File: src/rtl/alu_bsr_pkg.sv
// -----------------------------------------------------------------------------
// alu_bsr_pkg
// Shared definitions for the boundary-scan register chain that wraps the
// simpleALU core.
//   - instr_e      : TAP instruction encoding seen on InstrIn
//   - chain_len()  : number of boundary cells for a given operand/opcode width
//   - *_lsb()      : bit offset of each field inside the scan/update registers
//   - CHAIN_LEN, A_LSB, B_LSB, OP_LSB, RES_LSB : the same values at the
//     default widths (8-bit operands, 4-bit opcode)
//   - decode helpers that turn an instruction into mux selects
// -----------------------------------------------------------------------------
package alu_bsr_pkg;

  typedef enum logic [1:0] {
    INSTR_BYPASS         = 2'b00,
    INSTR_SAMPLE_PRELOAD = 2'b01,
    INSTR_EXTEST         = 2'b10,
    INSTR_INTEST         = 2'b11
  } instr_e;

  localparam int OPERAND_WIDTH_DEF = 8;
  localparam int OP_WIDTH_DEF      = 4;

  // Chain layout, LSB first: A operand, B operand, opcode, result (one bit
  // wider than an operand to hold the carry/borrow).
  function automatic int chain_len(input int ow, input int opw);
    return 3 * ow + opw + 1;
  endfunction

  function automatic int a_lsb();
    return 0;
  endfunction

  function automatic int b_lsb(input int ow);
    return ow;
  endfunction

  function automatic int op_lsb(input int ow);
    return 2 * ow;
  endfunction

  function automatic int res_lsb(input int ow, input int opw);
    return 2 * ow + opw;
  endfunction

  localparam int CHAIN_LEN = chain_len(OPERAND_WIDTH_DEF, OP_WIDTH_DEF);
  localparam int A_LSB     = a_lsb();
  localparam int B_LSB     = b_lsb(OPERAND_WIDTH_DEF);
  localparam int OP_LSB    = op_lsb(OPERAND_WIDTH_DEF);
  localparam int RES_LSB   = res_lsb(OPERAND_WIDTH_DEF, OP_WIDTH_DEF);

  // Every instruction except BYPASS routes the data register path through
  // the boundary chain.
  function automatic logic uses_chain(input instr_e instr);
    return instr != INSTR_BYPASS;
  endfunction

  // Core-side cells (A, B, OP) drive from the update register only in INTEST.
  function automatic logic core_from_update(input instr_e instr);
    return instr == INSTR_INTEST;
  endfunction

  // Pin-side cells (result) drive from the update register in EXTEST and INTEST.
  function automatic logic pins_from_update(input instr_e instr);
    return (instr == INSTR_EXTEST) || (instr == INSTR_INTEST);
  endfunction

endpackage

File: src/rtl/alu_boundary_scan_bsc_cell.sv
// -----------------------------------------------------------------------------
// bsc_cell
// One boundary-scan cell: a shift-register bit, an update-register bit and the
// functional-path mux.
// Ports:
//   tck         in   test clock
//   reset       in   synchronous active-high reset, clears both bits
//   capture_en  in   load the shift bit from par_in (wins over shift_en)
//   shift_en    in   load the shift bit from scan_in
//   update_en   in   copy the pre-edge shift bit into the update bit
//   scan_in     in   serial input from the next cell towards TDI
//   par_in      in   functional value (pin or core side) being observed
//   sel_update  in   1: par_out driven by the update bit, 0: transparent
//   scan_out    out  shift bit, feeds the previous cell towards TDO
//   par_out     out  functional output
// -----------------------------------------------------------------------------
module bsc_cell (
  input  logic tck,
  input  logic reset,
  input  logic capture_en,
  input  logic shift_en,
  input  logic update_en,
  input  logic scan_in,
  input  logic par_in,
  input  logic sel_update,
  output logic scan_out,
  output logic par_out
);

  logic sr_d, sr_q;
  logic ur_d, ur_q;

  always_comb begin
    sr_d = sr_q;
    if (capture_en) begin
      sr_d = par_in;
    end else if (shift_en) begin
      sr_d = scan_in;
    end
  end

  // Update reads sr_q, so a simultaneous capture/shift still hands the old
  // shift bit to the update register.
  always_comb begin
    ur_d = ur_q;
    if (update_en) begin
      ur_d = sr_q;
    end
  end

  always_ff @(posedge tck) begin
    if (reset) begin
      sr_q <= 1'b0;
      ur_q <= 1'b0;
    end else begin
      sr_q <= sr_d;
      ur_q <= ur_d;
    end
  end

  assign scan_out = sr_q;
  assign par_out  = sel_update ? ur_q : par_in;

endmodule

File: src/rtl/alu_boundary_scan.sv
// -----------------------------------------------------------------------------
// alu_boundary_scan
// Boundary-scan register chain placed between the chip pins and the simpleALU
// core. Lets the TAP preload, apply and capture ALU vectors.
// Ports:
//   TCK            in   test clock (only clock)
//   Reset          in   synchronous active-high reset
//   TDIin          in   serial scan input
//   TDOout         out  serial scan output (bypass bit or chain bit 0)
//   InstrIn        in   00 BYPASS, 01 SAMPLE_PRELOAD, 10 EXTEST, 11 INTEST
//   CaptureDRin    in   capture strobe
//   ShiftDRin      in   shift strobe
//   UpdateDRin     in   update strobe
//   PinAin/PinBin  in   operand pins
//   PinOPin        in   opcode pins
//   PinResultout   out  result pins
//   CoreAout/CoreBout/CoreOPout  out  to ALU Ain/Bin/OPin
//   CoreResultin   in   from ALU Resultout
// -----------------------------------------------------------------------------
module alu_boundary_scan
  import alu_bsr_pkg::*;
#(
  parameter int OPERAND_WIDTH = 8,
  parameter int OP_WIDTH      = 4
) (
  input  logic                     TCK,
  input  logic                     Reset,
  input  logic                     TDIin,
  output logic                     TDOout,
  input  logic [1:0]               InstrIn,
  input  logic                     CaptureDRin,
  input  logic                     ShiftDRin,
  input  logic                     UpdateDRin,
  input  logic [OPERAND_WIDTH-1:0] PinAin,
  input  logic [OPERAND_WIDTH-1:0] PinBin,
  input  logic [OP_WIDTH-1:0]      PinOPin,
  output logic [OPERAND_WIDTH:0]   PinResultout,
  output logic [OPERAND_WIDTH-1:0] CoreAout,
  output logic [OPERAND_WIDTH-1:0] CoreBout,
  output logic [OP_WIDTH-1:0]      CoreOPout,
  input  logic [OPERAND_WIDTH:0]   CoreResultin
);

  localparam int L       = chain_len(OPERAND_WIDTH, OP_WIDTH);
  localparam int A_OFF   = a_lsb();
  localparam int B_OFF   = b_lsb(OPERAND_WIDTH);
  localparam int OP_OFF  = op_lsb(OPERAND_WIDTH);
  localparam int RES_OFF = res_lsb(OPERAND_WIDTH, OP_WIDTH);

  instr_e instr;
  logic   chain_sel;
  logic   core_sel_ur;
  logic   pins_sel_ur;
  logic   cap_chain;
  logic   shift_chain;
  logic   upd_chain;

  assign instr       = instr_e'(InstrIn);
  assign chain_sel   = uses_chain(instr);
  assign core_sel_ur = core_from_update(instr);
  assign pins_sel_ur = pins_from_update(instr);

  // In BYPASS the chain holds; the strobes only reach the bypass bit.
  assign cap_chain   = CaptureDRin & chain_sel;
  assign shift_chain = ShiftDRin & chain_sel;
  assign upd_chain   = UpdateDRin & chain_sel;

  // Parallel vectors share the chain bit map. Each cell observes the value on
  // its functional input, which is also what it passes through when
  // transparent: pins for A/B/OP, the core result for the result field.
  logic [L-1:0] par_in_vec;
  logic [L-1:0] par_out_vec;
  logic [L-1:0] sel_vec;
  logic [L-1:0] sr_vec;
  logic [L-1:0] scan_in_vec;

  assign par_in_vec  = {CoreResultin, PinOPin, PinBin, PinAin};
  assign sel_vec     = {{(L - RES_OFF){pins_sel_ur}}, {RES_OFF{core_sel_ur}}};

  // TDI enters at the result MSB; bit 0 (A[0]) is the cell next to TDO.
  assign scan_in_vec = {TDIin, sr_vec[L-1:1]};

  for (genvar i = 0; i < L; i++) begin : g_cell
    bsc_cell u_cell (
      .tck        (TCK),
      .reset      (Reset),
      .capture_en (cap_chain),
      .shift_en   (shift_chain),
      .update_en  (upd_chain),
      .scan_in    (scan_in_vec[i]),
      .par_in     (par_in_vec[i]),
      .sel_update (sel_vec[i]),
      .scan_out   (sr_vec[i]),
      .par_out    (par_out_vec[i])
    );
  end

  assign CoreAout     = par_out_vec[B_OFF-1:A_OFF];
  assign CoreBout     = par_out_vec[OP_OFF-1:B_OFF];
  assign CoreOPout    = par_out_vec[RES_OFF-1:OP_OFF];
  assign PinResultout = par_out_vec[L-1:RES_OFF];

  logic byp_d, byp_q;

  always_comb begin
    byp_d = byp_q;
    if (!chain_sel) begin
      if (CaptureDRin) begin
        byp_d = 1'b0;
      end else if (ShiftDRin) begin
        byp_d = TDIin;
      end
    end
  end

  always_ff @(posedge TCK) begin
    if (Reset) begin
      byp_q <= 1'b0;
    end else begin
      byp_q <= byp_d;
    end
  end

  assign TDOout = chain_sel ? sr_vec[0] : byp_q;

endmodule

File: config.mk
export PLATFORM = sky130hd
export DESIGN_NAME = alu_boundary_scan
export DESIGN_NICKNAME = d
export VERILOG_FILES = /design/src/rtl/alu_bsr_pkg.sv /design/src/rtl/alu_boundary_scan_bsc_cell.sv /design/src/rtl/alu_boundary_scan.sv
export SDC_FILE = /design/constraint.sdc
export NUM_CORES = 1
export LEC_CHECK = 0
export CAP_MARGIN = 40
export CORE_ASPECT_RATIO = 2
export CORE_MARGIN = 5
export CORE_UTILIZATION = 35
export CTS_CLUSTER_DIAMETER = 120
export DETAILED_ROUTE_END_ITERATION = 6
export HOLD_SLACK_MARGIN = 0.15
export SLEW_MARGIN = 5
export SYNTH_ARGS = -nofsm -noshare
export SYNTH_HDL_FRONTEND = slang
export SYNTH_SLANG_ARGS = --single-unit
File: constraint.sdc
create_clock -name TCK -period 3.8 [get_ports TCK]
set_input_delay 1.14 -clock TCK [delete_from_list [all_inputs] [get_ports TCK]]
set_output_delay 1.14 -clock TCK [all_outputs]
set_load 0.01 [all_outputs]
==> flow_summary.json, run 1 <==
{
  "status": "completed",
  "holdWs_ps": 454,
  "dp_slack_ps": -102,
  "io_buffer_count": 66,
  "yosysWarnings": 0,
  "die_w_um": 76.4,
  "overflow": 0,
  "synth_area_leader_cell": "dfxtp_1",
  "syn_nets": 440,
  "grt_util_all_layers": 0.144,
  "crit_path_top_delay_cell": "clkdlybuf4s50_1",
  "fmax_ghz": 0.267,
  "drt_wl_total_um": 7690,
  "p_per_area_mw_per_mm2": 449,
  "slowest_delay_ps": 580,
  "num_rows": 48,
  "cts_resized": 23,
  "setup_viol": 0,
  "cts_made_buffers": 9,
  "cp_cell_sequence": "clkdlybuf4s50_1, buf_6, nand2_1, o21ai_0, clkdlybuf4s50_1",
  "syn-cell-area_mm2": 0.00309,
  "crit_required_ps": 2660,
  "hold_viol": 0,
  "wl_per_cell_um": 14.4,
  "dp_hpwl_um": 4990,
  "reg2regPathDepth": 3,
  "initial_utilization": 0.357,
  "grt_first_pass_wirelength_um": 12700,
  "rrSetupSlack_ps": 2830,
  "path_delay_family": "buffers and inverters",
  "finalPower_w": 0.00174,
  "rsz0062_at_grt": "no",
  "boundaryPins": 67,
  "drc": 0,
  "firstDrtPassIters": 4,
  "drtAntennaViolNets": 0,
  "fin_ws_ps": 59.6,
  "crit_fanout": 21,
  "cp_num_cells": 5,
  "vias": 2704,
  "tightest_slew_ps": 743,
  "grt_pass1_vias": 2702,
  "r2r_end": "g_cell[25].u_cell.scan_out$_SDFFE_PP0P_",
  "final_max_slew_viol_count": 0,
  "cts_sinks": 59,
  "max_cap_violations": 0,
  "ctsHoldBuffers": 0,
  "period_minus_slack_ps": 3740,
  "final_nets": 465,
  "period_share": 0.984,
  "hp-start": "g_cell[21].u_cell.ur_q$_SDFFE_PP0P_",
  "htreeDepth": 3,
  "grt_max_degree": 44,
  "final_cells": 533,
  "synth.distinct_cells": 16,
  "peakVddDrop_v": 0.000243,
  "synth.area.top_cells": "dfxtp_1 (38%), nand2_1 (8.4%), a22o_1 (8.2%), buf_4 (7.8%), mux2_2 (7.7%)",
  "cts_root_buf": "clkbuf_16",
  "hold_depth": 2,
  "fp.dieH_um": 143,
  "drive_gt1_frac": 0.115,
  "gp_congestion": 0.696,
  "postCtsSetupRepairBufs": 0,
  "first_iter_violations": 175,
  "min_path_type": "flop to flop",
  "maxSlewHeadroom": 0.505,
  "crit_arrival_ps": 2600,
  "postSynthAreaPerCell_um2": 7.66,
  "ys_seq_elements": 59,
  "clk_transition_reported_paths_ps": 50,
  "p_leak_nw": 1.64,
  "endpoint_kind": "primary output",
  "whs_endpoint": "g_cell[21].u_cell.ur_q$_SDFFE_PP0P_",
  "cts_tree": "yes",
  "antenna_found_initial": 0,
  "synth_seq_area_share": 0.383,
  "synth_top_area_frac": 0.383,
  "area_growth_syn_to_layout_pct": 25.8,
  "syn-instance-count": 403,
  "diodes": 0,
  "dp.cells": 517,
  "critPathLaunchType": "primary input",
  "clock_skew_ps": 4.40,
  "die_area_mm2": 0.0109,
  "cp_num_buf_inv": 3,
  "vias_per_cell": 5.07,
  "r2r_start": "g_cell[26].u_cell.scan_out$_SDFFE_PP0P_",
  "clock_latency_ps": 320,
  "cp_common_cell": "clkdlybuf4s50_1",
  "clk_path_buf_depth": 2,
  "crit_type": "primary input to primary output",
  "core_area_mm2": 0.00865
}
[per-layer routing]
layer / track usage / part of all wire
met5: 0 / 0
met4: 0.0682 / 0.020
met3: 0.0354 / 0.047
met2: 0.252 / 0.51
met1: 0.162 / 0.42
[worst min-delay path, cell delays in order, from the launching register on]
cell	delay, ps
dfxtp_1	300
nand2_1	50
a21oi_1	50
[area by class of cell]
type                       count  area (um^2)
clock inverter                 1         5.00
tap                          100          125
inverter                      29          109
sequential                    59         1180
clock buffer                  15          288
multi-input combinational    252         1430
timing repair buffer          77          743
fill                         909         4770
[cells in the mapped netlist (all sizes together)]
cell	count
mux2	21
inv	29
a21oi	30
clkbuf	18
nor2	59
dfxtp	59
o21a	1
a211oi	29
o21ai	11
or2	1
buf	45
or3	1
a22o	29
nand2	69
o22a	1
[where the power goes]
group	switching [W]	internal (W)
logic	0.000139	0.000141
clock network	0.000261	0.000511
registers	0.0000278	0.000662
[cell usage in the layout, fill, tap and decap left out, drive strengths merged]
| cell type | count |
|---|---|
| o22a | 1 |
| clkbuf | 15 |
| dlygate4sd2 | 21 |
| or3 | 1 |
| mux2 | 21 |
| a21oi | 30 |
| o21a | 1 |
| clkdlybuf4s50 | 43 |
| nor2 | 59 |
| clkinv | 1 |
| inv | 29 |
| a22o | 29 |
| a211oi | 29 |
| o21ai | 11 |
| or2 | 1 |
| dfxtp | 59 |
| buf | 13 |
| nand2 | 69 |
[state kept, by name, summed over array words and instances, names as in the netlist]
| register | count |
|---|---|
| byp_q | 1 |
| g_cell.u_cell.ur_q | 29 |
| g_cell.u_cell.scan_out | 29 |
[metrics by stage]
step / TNS, ps / util / instance area [um^2]
after floorplan: 0 / - / 3090
after global placement: -1450 / 0.414 / 3580
after detailed placement: -1850 / 0.417 / 3610
after CTS: 0 / 0.449 / 3880
after global routing: 0 / 0.449 / 3880
final: 0 / 0.449 / 3880
[cells by family (layout without fill, tap and decap cells)]
kind of cell / after synthesis / in the layout / synth area share
flops: 59 / 59 / 0.383
mux: 21 / 21 / 0.0766
compound gates: 101 / 101 / 0.225
simple gates: 130 / 130 / 0.160
buf+inv: 92 / 122 / 0.156
[how the worst max path moves through the flow]
stage,start,end
finish,InstrIn[1],PinResultout[4]
global route,InstrIn[1],PinResultout[5]
CTS,InstrIn[1],PinResultout[4]
detailed placement,InstrIn[0],CoreBout[1]
global placement,InstrIn[0],CoreBout[5]
floorplan,InstrIn[1],CoreAout[0]
Note: power is estimated with default switching activity, not from simulation.
==> run 2, diff against run 1 <==
CORE_UTILIZATION = 57   (was 35)
CTS_BUF_LIST = sky130_fd_sc_hd__clkbuf_2   (was unset)
PLACE_DENSITY = 0.88   (was unset)
SETUP_SLACK_MARGIN = 0.02   (was unset)
==> run 2 against run 1 <==
  * Sequential cell count stayed put
  * Die area is 35% lower
  * Fmax is 0.78% higher
  * Clock skew is 7.6 ps higher
  * Via count is 2.4% higher
  * Count of clock-buffer cells in the layout is 6 lower
  * Critical path depth is 1 higher
  * Sequential share of layout area is 1.7 points higher
  * Setup slack better by 29 ps
  * Wire length is 8.0% lower
==> flow_summary.json, run 2 (same netlist as run 1, synthesis figures left out) <==
{
  "cts_made_buffers": 9,
  "final_cell_mix": "nand2_1 (68), nor2_1 (59), dfxtp_1 (59), clkdlybuf4s50_1 (36), a21oi_1 (30)",
  "crit_type": "primary input to primary output",
  "antenna_found_initial": 0,
  "firstDrtPassIters": 4,
  "grt_first_pass_wirelength_um": 11700,
  "clock_skew_ps": 12.0,
  "setup_viol": 0,
  "vias_per_cell": 5.61,
  "clock_latency_ps": 460,
  "first_iter_violations": 90,
  "overflow": 0,
  "gp_congestion": 0.772,
  "p_leak_nw": 1.67,
  "p_per_area_mw_per_mm2": 363,
  "design_area_mm2": 0.00367,
  "clk_path_buf_depth": 2,
  "die_area_mm2": 0.00707,
  "r2r_start": "g_cell[9].u_cell.scan_out$_SDFFE_PP0P_",
  "diodes": 0,
  "maxSlewHeadroom": 0.574,
  "crit_fanout": 7,
  "num_rows": 38,
  "critPathLaunchType": "primary input",
  "startpoint": "InstrIn[0]",
  "drtAntennaViolNets": 0,
  "core_area_mm2": 0.00533,
  "hp-start": "g_cell[11].u_cell.ur_q$_SDFFE_PP0P_",
  "vias": 2769,
  "final_cells": 494,
  "status": "completed",
  "fp.dieH_um": 114,
  "hold_viol": 0,
  "final.setup.tns_ps": 0,
  "final_nets": 466,
  "io_buffer_count": 66,
  "final_common_cell": "nand2_1",
  "cts_tree": "yes",
  "crit_arrival_ps": 2570,
  "holdWs_ps": 462,
  "dp.cells": 477,
  "fmax_ghz": 0.269,
  "drc": 0,
  "wl_per_cell_um": 14.3,
  "period_share": 0.977,
  "cts_sinks": 59,
  "tightest_slew_ps": 636,
  "drt_wl_total_um": 7080,
  "die_w_um": 62.0,
  "min_path_type": "flop to flop",
  "boundaryPins": 67,
  "placed_cell_area_mm2": 0.00355,
  "grt_util_all_layers": 0.215,
  "period_minus_slack_ps": 3710,
  "drive_gt1_frac": 0.120,
  "peakVddDrop_v": 0.000355,
  "max_cap_violations": 0,
  "grt_pass1_vias": 2666,
  "clk_transition_reported_paths_ps": 150,
  "rsz0062_at_grt": "no",
  "final_max_slew_viol_count": 0,
  "htreeDepth": 3,
  "initial_utilization": 0.579,
  "dp_hpwl_um": 4510,
  "crit_required_ps": 2660,
  "area_growth_syn_to_layout_pct": 19.0,
  "endpoint_kind": "primary output",
  "grt_max_degree": 38,
  "cts_root_buf": "clkbuf_2"
}
run 2: path summary, 6_finish.rpt:
check                                                              end  slack, ps  cells past startpoint
worst max register to register  g_cell[8].u_cell.scan_out$_SDFFE_PP0P_       2800                      3
worst min-delay path               g_cell[11].u_cell.ur_q$_SDFFE_PP0P_        460                      2
worst min register to register     g_cell[11].u_cell.ur_q$_SDFFE_PP0P_        460                      2
worst max-delay path                                       CoreBout[6]         90                      6
run 2: routing by layer:
layer	share of wire	routed length, um	vias up	track usage
met4	0.014	102	0	0.0822
li1	-	-	1370	-
met5	0	0	-	0
met2	0.49	3490	112	0.338
met3	0.087	613	12	0.0576
met1	0.41	2880	1275	0.271
run 2: critical path, stage by stage:
cell	delay, ps
clkdlybuf4s50_1	520
nand2_2	90
buf_4	150
buf_6	130
mux2_2	260
dlygate4sd2_1	290
run 2: where the power goes:
part	switching, W	internal [W]
logic	0.000139	0.000141
clock network	0.000220	0.000144
registers	0.0000266	0.000661
total	0.000386	0.000946
run 2: final cells by class:
cell class	count	area, um^2
Fill cell	442	1650
Timing Repair Buffer	78	773
Clock inverter	7	58.8
Clock buffer	9	45.0
Inverter	29	109
Sequential cell	59	1180
Multi-Input combinational cell	252	1430
Tap cell	60	75.1
run 2: what timing repair did:
item	4_1_cts	5_1_grt
setup endpoints to repair	23	13
pin swaps	2	0
gates resized for setup	24	9
hold buffers	0	0
setup buffers	1	0
run 2: stage by stage:
step / power [W] / setup slack [ps] / util
floorplan: 0.000895 / 634 / -
global placement: 0.000978 / -48.3 / 0.663
detailed placement: 0.000989 / -105 / 0.667
CTS: 0.00134 / 9.55 / 0.684
global route: 0.00141 / 26.0 / 0.689
finish: 0.00133 / 88.6 / 0.689
==> run 3, diff against run 2 <==
CORE_UTILIZATION = 53   (was 57)
PLACE_DENSITY = 0.83   (was 0.88)
clock period = 3.5 ns   (was 3.8 ns; I/O delays follow)
==> run 3 against run 2 <==
  * Utilization fell by 5.5 points
  * Power rose by 3.1%
  * Count of clock-buffer cells in the layout rose by 2
  * Sequential cell count did not move
  * First-iteration DRC count did not move
==> flow_summary.json, run 3 (same netlist as run 1, synthesis figures left out) <==
{
  "drt_wl_total_um": 7060,
  "fill_cells": 524,
  "fp.dieH_um": 118,
  "core_area_mm2": 0.00571,
  "slowest_delay_ps": 430,
  "htreeDepth": 3,
  "firstDrtPassIters": 5,
  "vias": 2722,
  "postCtsSetupRepairBufs": 0,
  "tightest_slew_ps": 613,
  "final_cell_mix": "nand2_1 (68), nor2_1 (59), dfxtp_1 (59), clkdlybuf4s50_1 (42), a21oi_1 (30)",
  "cts_root_buf": "clkbuf_2",
  "cts_made_buffers": 9,
  "ctsHoldBuffers": 0,
  "final.setup.tns_ps": 0,
  "crit_type": "primary input to primary output",
  "crit_fanout": 16,
  "wl_per_cell_um": 14.3,
  "endpoint_kind": "primary output",
  "final_nets": 467,
  "p_leak_nw": 1.56,
  "overflow": 0,
  "antenna_found_initial": 0,
  "die_w_um": 64.0,
  "multi_input_area_mm2": 0.00143,
  "fin_ws_ps": 67.3,
  "clock_skew_ps": 17.0,
  "peakVddDrop_v": 0.000279,
  "clk_transition_reported_paths_ps": 150,
  "p_per_area_mw_per_mm2": 379,
  "drc": 0,
  "hold_viol": 0,
  "initial_utilization": 0.540,
  "status": "completed",
  "grt_pass1_vias": 2691,
  "grt_first_pass_wirelength_um": 12000,
  "final_max_slew_viol_count": 0,
  "grt_max_degree": 37,
  "period_minus_slack_ps": 3430,
  "area_growth_syn_to_layout_pct": 17.4,
  "min_path_type": "flop to flop",
  "path_delay_family": "buffers and inverters",
  "io_buffer_count": 66,
  "crit_arrival_ps": 2380,
  "gp_congestion": 0.808,
  "cp_num_buf_inv": 3,
  "seq_area_mm2": 0.00118,
  "rsz0062_at_grt": "no",
  "final_common_cell": "nand2_1",
  "diodes": 0,
  "grt_util_all_layers": 0.192,
  "boundaryPins": 67,
  "max_cap_violations": 0,
  "finalPower_w": 0.00137,
  "critPathLaunchType": "primary input",
  "placed_cell_area_mm2": 0.00357,
  "clk_path_buf_depth": 2,
  "drtAntennaViolNets": 0,
  "dp_hpwl_um": 4690,
  "die_area_mm2": 0.00754,
  "setup_viol": 0,
  "period_share": 0.981,
  "design_area_mm2": 0.00362,
  "clock_latency_ps": 480,
  "maxSlewHeadroom": 0.591,
  "crit_required_ps": 2450,
  "vias_per_cell": 5.50,
  "cts_tree": "yes",
  "first_iter_violations": 90,
  "crit_path_top_delay_cell": "clkdlybuf4s50_1",
  "cts_sinks": 59,
  "num_rows": 39,
  "cp_cell_sequence": "clkdlybuf4s50_1, nand2_2, buf_12, mux2_2, dlygate4sd2_1",
  "fmax_ghz": 0.291,
  "dp_slack_ps": -220,
  "drive_gt1_frac": 0.120
}
-- run 3: changes by cell type in the layout (fill, tap and decap cells not counted), moves of 2 or more --
| cell | delta |
|---|---|
| buf_4 | +3 |
| dlymetal6s2s_1 | -7 |
| clkdlybuf4s50_1 | +6 |
| buf_12 | -2 |
| clkinv_2 | -2 |
| clkbuf_2 | +2 |
-- run 3: final cells by class --
class                   count  share of cell area
clock buffers              11              0.0152
multi-input cells         252               0.394
clock inverters             4             0.00518
well taps                  61              0.0211
flip-flops and latches     59               0.326
repair buffers             79               0.208
inverters                  29              0.0300
-- run 3: tightest hold or removal path, delay by kind of cell (launching register included) --
family           cells  cell delay (ps)
AO/OA/AOI/OAI        1               50
flip-flops           1              330
AND/OR/NAND/NOR      1               50
-- run 3: through the flow --
stage	std cells	hold slack, ps	utilization
after floorplan	403	434	-
after global placement	479	440	0.621
after detailed placement	480	444	0.626
after CTS	495	464	0.634
after global routing	495	474	0.635
final	495	462	0.635
-- run 3: worst paths after layout --
kind | start | endpoint | slack [ps] | cells past startpoint
max | InstrIn[0] | CoreAout[0] | 70 | 5
min | g_cell[18].u_cell.ur_q$_SDFFE_PP0P_ | g_cell[18].u_cell.ur_q$_SDFFE_PP0P_ | 460 | 2
max reg2reg | g_cell[5].u_cell.scan_out$_SDFFE_PP0P_ | g_cell[4].u_cell.scan_out$_SDFFE_PP0P_ | 2490 | 3
min reg2reg | g_cell[18].u_cell.ur_q$_SDFFE_PP0P_ | g_cell[18].u_cell.ur_q$_SDFFE_PP0P_ | 460 | 2
-- run 3: layer usage --
metal | vias up | wire length [um] | track usage
li1 | 1372 | - | -
met1 | 1247 | 2740 | 0.223
met2 | 87 | 3740 | 0.321
met3 | 16 | 417 | 0.0420
met4 | 0 | 162 | 0.0988
met5 | - | 0 | 0
-- run 3: report_power, final --
part           total (W)  switching [W]  internal (W)
Combinational   0.000302       0.000148      0.000154
Sequential      0.000747      0.0000296      0.000717
Clock           0.000324       0.000234     0.0000900
Total            0.00137       0.000412      0.000961
-- run 3: repair_timing --
action / CTS / global route
gates resized for setup: 23 / 1
gates cloned: 0 / 0
endpoints found under the setup margin: 30 / 1
